### config.mk
export PLATFORM = sky130hd
export DESIGN_NAME = png_pixel_packetizer
export DESIGN_NICKNAME = d
export VERILOG_FILES = /design/src/rtl/png_pixel_packetizer.sv
export SDC_FILE = /design/constraint.sdc
export NUM_CORES = 2
export LEC_CHECK = 0
export ABC_AREA = 1
export CORE_MARGIN = 1.5
export CORE_UTILIZATION = 40
export DETAILED_ROUTE_END_ITERATION = 7
export MAX_ROUTING_LAYER = met4
export PLACE_DENSITY_LB_ADDON = 0.25
export SLEW_MARGIN = 10
export SYNTH_ARGS = -nofsm -noshare
export SYNTH_HDL_FRONTEND = slang
export SYNTH_SLANG_ARGS = --single-unit
### constraint.sdc
create_clock -name clk -period 2.3 [get_ports clk]
set_input_delay 0.46 -clock clk [delete_from_list [all_inputs] [get_ports clk]]
set_output_delay 0.46 -clock clk [all_outputs]
set_load 0.005 [all_outputs]
### src/rtl/png_pixel_packetizer.sv
// Packs decoded RGBA pixels into PKT_W-bit NIC packets: one assembly register plus one output register.
// Latency: 1 cycle from the closing pixel (or flush) to pkt_valid when the output register is free.
// Backpressure: pkt_ready stalls the output; a closed packet then waits, and pixels arriving meanwhile are dropped and counted.
module png_pixel_packetizer #(
    parameter int          PIX_PER_PKT = 16,
    parameter int          PKT_W       = 552,
    parameter logic [7:0]  MAGIC       = 8'hA5
) (
    input  logic             clk,
    input  logic             rstn,
    input  logic             istart,
    input  logic             ivalid,
    input  logic [7:0]       ipixelr,
    input  logic [7:0]       ipixelg,
    input  logic [7:0]       ipixelb,
    input  logic [7:0]       ipixela,
    input  logic             flush,
    output logic             pkt_valid,
    input  logic             pkt_ready,
    output logic [PKT_W-1:0] pkt_data,
    output logic             overflow,
    output logic [15:0]      drop_cnt
);
    localparam int CW = $clog2(PIX_PER_PKT + 1);
    localparam int BW = PKT_W - 40;

    typedef enum logic {FILL, WAIT} state_t;

    state_t        state, state_nxt;
    logic [31:0]   slot_q   [PIX_PER_PKT];
    logic [31:0]   slot_w   [PIX_PER_PKT];
    logic [31:0]   slot_nxt [PIX_PER_PKT];
    logic [CW-1:0] cnt_q, cnt_nxt, fill_cnt, hdr_cnt;
    logic [15:0]   seq_q, seq_nxt, drop_nxt;
    logic          first_q, first_nxt, last_q, last_nxt, ovf_nxt;
    logic          pkt_valid_nxt;
    logic [PKT_W-1:0] pkt_data_nxt;
    logic [BW-1:0] body;
    logic [31:0]   pix;
    logic [7:0]    hdr_flags;
    logic          wr, close, load, accept, out_free;

    assign pix      = {ipixelr, ipixelg, ipixelb, ipixela};
    assign wr       = (state == FILL) && ivalid;
    assign fill_cnt = cnt_q + CW'(wr);
    assign accept   = pkt_valid && pkt_ready;
    assign out_free = !pkt_valid || pkt_ready;
    assign close    = (state == FILL) &&
                      ((ivalid && cnt_q == CW'(PIX_PER_PKT - 1)) || (flush && fill_cnt != '0));

    // Assembly contents including this cycle's pixel, so a closing pixel lands in the packet.
    always_comb begin
        body = '0;
        for (int k = 0; k < PIX_PER_PKT; k++) begin
            slot_w[k] = (wr && cnt_q == CW'(k)) ? pix : slot_q[k];
            body[BW-1-32*k -: 32] = slot_w[k];
        end
    end

    always_comb begin
        state_nxt     = state;
        cnt_nxt       = cnt_q;
        seq_nxt       = seq_q;
        first_nxt     = first_q;
        last_nxt      = last_q;
        ovf_nxt       = overflow;
        drop_nxt      = drop_cnt;
        pkt_valid_nxt = pkt_valid;
        pkt_data_nxt  = pkt_data;
        slot_nxt      = slot_w;
        load          = 1'b0;
        hdr_cnt       = cnt_q;
        hdr_flags     = '0;

        if (accept)
            pkt_valid_nxt = 1'b0;

        if (istart) begin
            for (int k = 0; k < PIX_PER_PKT; k++)
                slot_nxt[k] = '0;
            if (ivalid)
                slot_nxt[0] = pix;
            cnt_nxt   = CW'(ivalid);
            seq_nxt   = '0;
            first_nxt = 1'b1;
            last_nxt  = 1'b0;
            ovf_nxt   = 1'b0;
            drop_nxt  = '0;
            state_nxt = FILL;
        end else if (state == FILL) begin
            cnt_nxt = fill_cnt;
            if (close) begin
                if (out_free) begin
                    load      = 1'b1;
                    hdr_cnt   = fill_cnt;
                    hdr_flags = {5'b0, overflow, flush, first_q};
                end else begin
                    state_nxt = WAIT;
                    last_nxt  = flush;
                end
            end
        end else begin
            // Assembly is frozen; every pixel here, even in the transfer cycle, is lost.
            if (ivalid) begin
                ovf_nxt = 1'b1;
                if (drop_cnt != 16'hFFFF)
                    drop_nxt = drop_cnt + 16'd1;
            end
            if (accept) begin
                load      = 1'b1;
                hdr_flags = {5'b0, overflow | ivalid, last_q, first_q};
            end
        end

        if (load) begin
            pkt_valid_nxt = 1'b1;
            pkt_data_nxt  = {MAGIC, seq_q, 8'(hdr_cnt), hdr_flags, body};
            seq_nxt       = seq_q + 16'd1;
            first_nxt     = 1'b0;
            cnt_nxt       = '0;
            state_nxt     = FILL;
            for (int k = 0; k < PIX_PER_PKT; k++)
                slot_nxt[k] = '0;
        end
    end

    always_ff @(posedge clk or negedge rstn) begin
        if (!rstn) begin
            state     <= FILL;
            cnt_q     <= '0;
            seq_q     <= '0;
            first_q   <= 1'b1;
            last_q    <= 1'b0;
            overflow  <= 1'b0;
            drop_cnt  <= '0;
            pkt_valid <= 1'b0;
            pkt_data  <= '0;
            for (int k = 0; k < PIX_PER_PKT; k++)
                slot_q[k] <= '0;
        end else begin
            state     <= state_nxt;
            cnt_q     <= cnt_nxt;
            seq_q     <= seq_nxt;
            first_q   <= first_nxt;
            last_q    <= last_nxt;
            overflow  <= ovf_nxt;
            drop_cnt  <= drop_nxt;
            pkt_valid <= pkt_valid_nxt;
            pkt_data  <= pkt_data_nxt;
            for (int k = 0; k < PIX_PER_PKT; k++)
                slot_q[k] <= slot_nxt[k];
        end
    end
endmodule

==> impl_summary.md <==
Flow run
The max capacitance violation total is 0.

Critical path
The most critical setup path has its startpoint at state. Data on the critical path is required at its endpoint by 2.91 ns. The worst path buffer plus inverter count is 2. The cell class contributing the biggest share of worst-path delay is simple AND/OR/NAND/NOR gates. The arrival time at the worst endpoint is 3.06 ns.

For this design, the slowest cell found on the critical path is dfrtp_1. The maximum single-stage delay on the critical path is 0.40 ns. The kind of capture point of the worst setup path is a flop. The startpoint type of the worst setup path is a flop. The kind of critical path is flop to flop. Setup slack on the worst reg-to-reg path comes out at -0.16 ns.

The maximum fanout along the worst path is 15. The worst register-to-register path begins at state. The critical path goes through nor2_4 > ha_4 > ha_4 > or2_1 > nor2_1 > nand3_2 > nand2_2 > nand2_4 > nand2_4 > nand2_8 > nand2_8 > buf_16 > clkbuf_16 > nand2_1 > o21ai_0.

Timing
Setup violations remaining at the end of the flow were counted as 947. The count of pins over their slew limit is 0. The worst pin sits at a relative slew slack of 60.4%. The final-report hold violation count is 0.

The worst-case hold slack is 0.261 ns. Setup repair after global routing could not meet its margin everywhere. The part of the cycle the worst path needs is 107%. In the post-route analysis, the smallest setup slack over all paths is -0.158 ns. The maximum operating frequency is 0.407 GHz. After routing, the total negative slack on setup checks comes to -54.57 ns.

The shortest clock period the worst path allows after layout is 2.46 ns. The clock arrives with 0.0204 ns of skew. The pin slew with the least headroom to its limit is 0.594 ns.

Final layout
The layout overhead on the synthesized area is 37.3%. Across the whole layout, storage elements account for 27,300 um2. The post-route netlist has 13.4% of its cells at a drive strength greater than 1. At the end of the flow, the number of nets in the layout was 5,244.

In the layout the commonest cells are 1,090 x dfrtp_1, 992 x nor2_1, 632 x nand2_1. The area of the multi-input gates is 13,300 um2. After the flow finishes, the layout carries non-filler instances totaling 6,677. Fill cells in the final layout number 9,080.

The leading cell type in the layout, fill and taps excluded is dfrtp_1. The total non-filler cell area in the finished layout is 57,600 um2.

Route
The post-detailed-route wirelength per cell is 21.8 um. The remaining antenna violation count after routing is 0. In the routed design, unresolved DRC markers number 0. The via count is 34,719. The number of DRC violations after detailed-routing iteration 0 is 3,481. The via count normalized by instance count is 5.20. The number of detailed-route iterations in the first pass is 6. Wires add up to 145,000 um.

Clock tree
The TritonCTS buffer count is 111. The longest clock path from root to sink contains 3 buffers. TritonCTS built the clock tree. After clock tree synthesis, the clock-pin slew on the worst setup and hold paths is 0.06 ns. The number of H-tree branching levels is 3. The clock sink total is 1,091.

The cell at the root of the clock tree is clkbuf_16. The source-to-sink clock delay at the later pin of the worst-skew pair is 0.70 ns.

Placement
The placed instances occupy a cell area of 52,100 um2. The routability congestion estimate from global placement is 0.899. The number of buffer cells added on primary ports is 595. The sum of net half-perimeters after detailed placement is 89,100 um. The number of placed instances, taps included, is 6,417.

Synth
The flip-flop and latch count after synthesis is 1,091. The gate count after technology mapping is 4,453. The count of yosys warnings during synthesis is 0. The unique cell type count in the Yosys netlist is 33. Of the post-synthesis cell area, the dominant cell type holds 65.0%. Yosys attributes the largest share of cell area to dfrtp_1 65%, nor2_1 8.9%, nand2_1 6.2%. The top cell type by total area after synthesis is dfrtp_1.

The synthesized netlist occupies a cell area of 42,000 um2. The average footprint of a synthesized cell is 9.43 um2. The share of the Yosys chip area taken by registers is 65.0%.

Die
The floorplan row count is 118. The region available for standard cell placement spans 104,000 um2. The area of the die is 107,000 um2. The initial cell density of the core is 40.4%. The die is 327 um wide. The vertical die dimension is 327 um. The number of I/O pins is 608.

Pwr
The reported leakage power is 26.1 nW. The total power is 45.4 mW. The cell area power density is 788 nW/um2. IR analysis of the VDD net gives a maximum drop of 743 uV.

Global routing
The initial antenna violation count is 9. Global routing finished with a remaining overflow of 0. Global routing consumed, over all layers together, 26.5% of the routing resources. The via count of the first global-routing pass is 31,796. Entering global routing, the biggest net connects 108 pins. The global-route wire length before repair is 206,000 um.

Status
The final reports fail on setup timing. The run finished, with violations left.

Hold path
The type of the most critical hold path is input pin to asynchronous set/reset pin.
[layout make-up]
class,instances,share of cell area [%]
Clock inverter,52,1.04
Clock buffer,155,5.63
Antenna cell,1,0.00434
Multi-Input combinational cell,2927,23.1
Tap cell,1380,3.00
Timing Repair Buffer,956,19.1
Inverter,115,0.771
Sequential cell,1091,47.4
[worst register-to-register path, delay by kind of cell, from the launching register on]
| family | cells | cell delay, ns |
|---|---|---|
| AND/OR/NAND/NOR | 10 | 1.10 |
| buffers and inverters | 2 | 0.44 |
| adder cells (fa/ha/maj) | 2 | 0.34 |
| flip-flops | 1 | 0.40 |
| AO/OA/AOI/OAI | 1 | 0.08 |
[power breakdown]
group | internal [mW] | switching (mW) | leakage (nW) | total [mW]
sequential | 19.8 | 0.637 | 15.1 | 20.5
clock | 11.0 | 7.84 | 1.90 | 18.8
combinational | 2.66 | 3.44 | 9.01 | 6.10
total | 33.5 | 11.9 | 26.1 | 45.4
[registers in the layout, summed over array words and instances (netlist names)]
name	cells
cnt_q	5
drop_cnt	16
first_q	1
last_q	1
overflow	1
pkt_data	537
pkt_valid	1
seq_q	16
slot_q	512
state	1
[through the flow]
stage | worst slack (ns) | utilization (%)
floorplan | -0.0511 | -
global placement | -0.854 | 50.2
detailed placement | -0.914 | 50.2
CTS | -0.130 | 54.1
global route | -0.280 | 55.5
finish | -0.158 | 55.5
[layer usage]
layer | GRT usage, % | wire [um] | vias up
met3 | 3.48 | 9490 | 217
met4 | 7.72 | 4020 | 0
met5 | - | 0 | -
li1 | - | - | 15934
met2 | 40.1 | 67700 | 1351
met1 | 37.3 | 64000 | 17217
[worst paths after layout]
path | to | cells past startpoint
setup / recovery | pkt_data[66] | 15
hold / removal | pkt_data[34] | 2
setup reg to reg | pkt_data[66] | 15
hold reg to reg | pkt_data[537] | 2
max in group asynchronous | slot_q[75] | 3
min in group clk | overflow | 5
[cells in the mapped netlist]
| library cell | n |
|---|---|
| buf_6 | 9 |
| nor3_2 | 1 |
| o21ai_1 | 174 |
| nand4_1 | 13 |
| ha_1 | 4 |
| clkinv_1 | 33 |
| xnor2_1 | 2 |
| or2_2 | 1 |
| or2_1 | 1 |
| inv_2 | 4 |
| o22ai_1 | 32 |
| nor3_1 | 9 |
| buf_4 | 34 |
| nor2_1 | 993 |
| xor2_1 | 14 |
| o21ai_0 | 414 |
| o31ai_1 | 5 |
| dfstp_2 | 1 |
| nand2_1 | 696 |
| buf_1 | 1 |
| clkbuf_1 | 189 |
| nand3_1 | 56 |
| conb_1 | 1 |
| o21bai_1 | 1 |
| nand2_4 | 4 |
| dfrtp_1 | 1090 |
| nand2_2 | 1 |
| nand3_2 | 1 |
| a21oi_1 | 487 |
| buf_2 | 100 |
| nor4_1 | 3 |
| a31o_2 | 1 |
| inv_1 | 78 |
[cells by family after synthesis]
| group | count (synthesis) | share of synthesized area [%] |
|---|---|---|
| simple gates | 1779 | 16.3 |
| compound gates | 1114 | 13.4 |
| flops | 1091 | 65.0 |
| buf+inv | 448 | 4.77 |
| xor+xnor | 16 | 0.334 |
| fa+ha+maj | 4 | 0.119 |
| other cells | 1 | 0.00893 |
[what timing repair did]
item / in CTS / in global routing
gates cloned: 4 / 42
pin swaps: 1 / 3
gates resized for setup: 10 / 247
hold endpoints to repair: 21 / 0
hold buffers: 1 / 0
buffers inserted: 2 / 3
endpoints found under the setup margin: 817 / 1049
(Power assumes the default switching activity.)
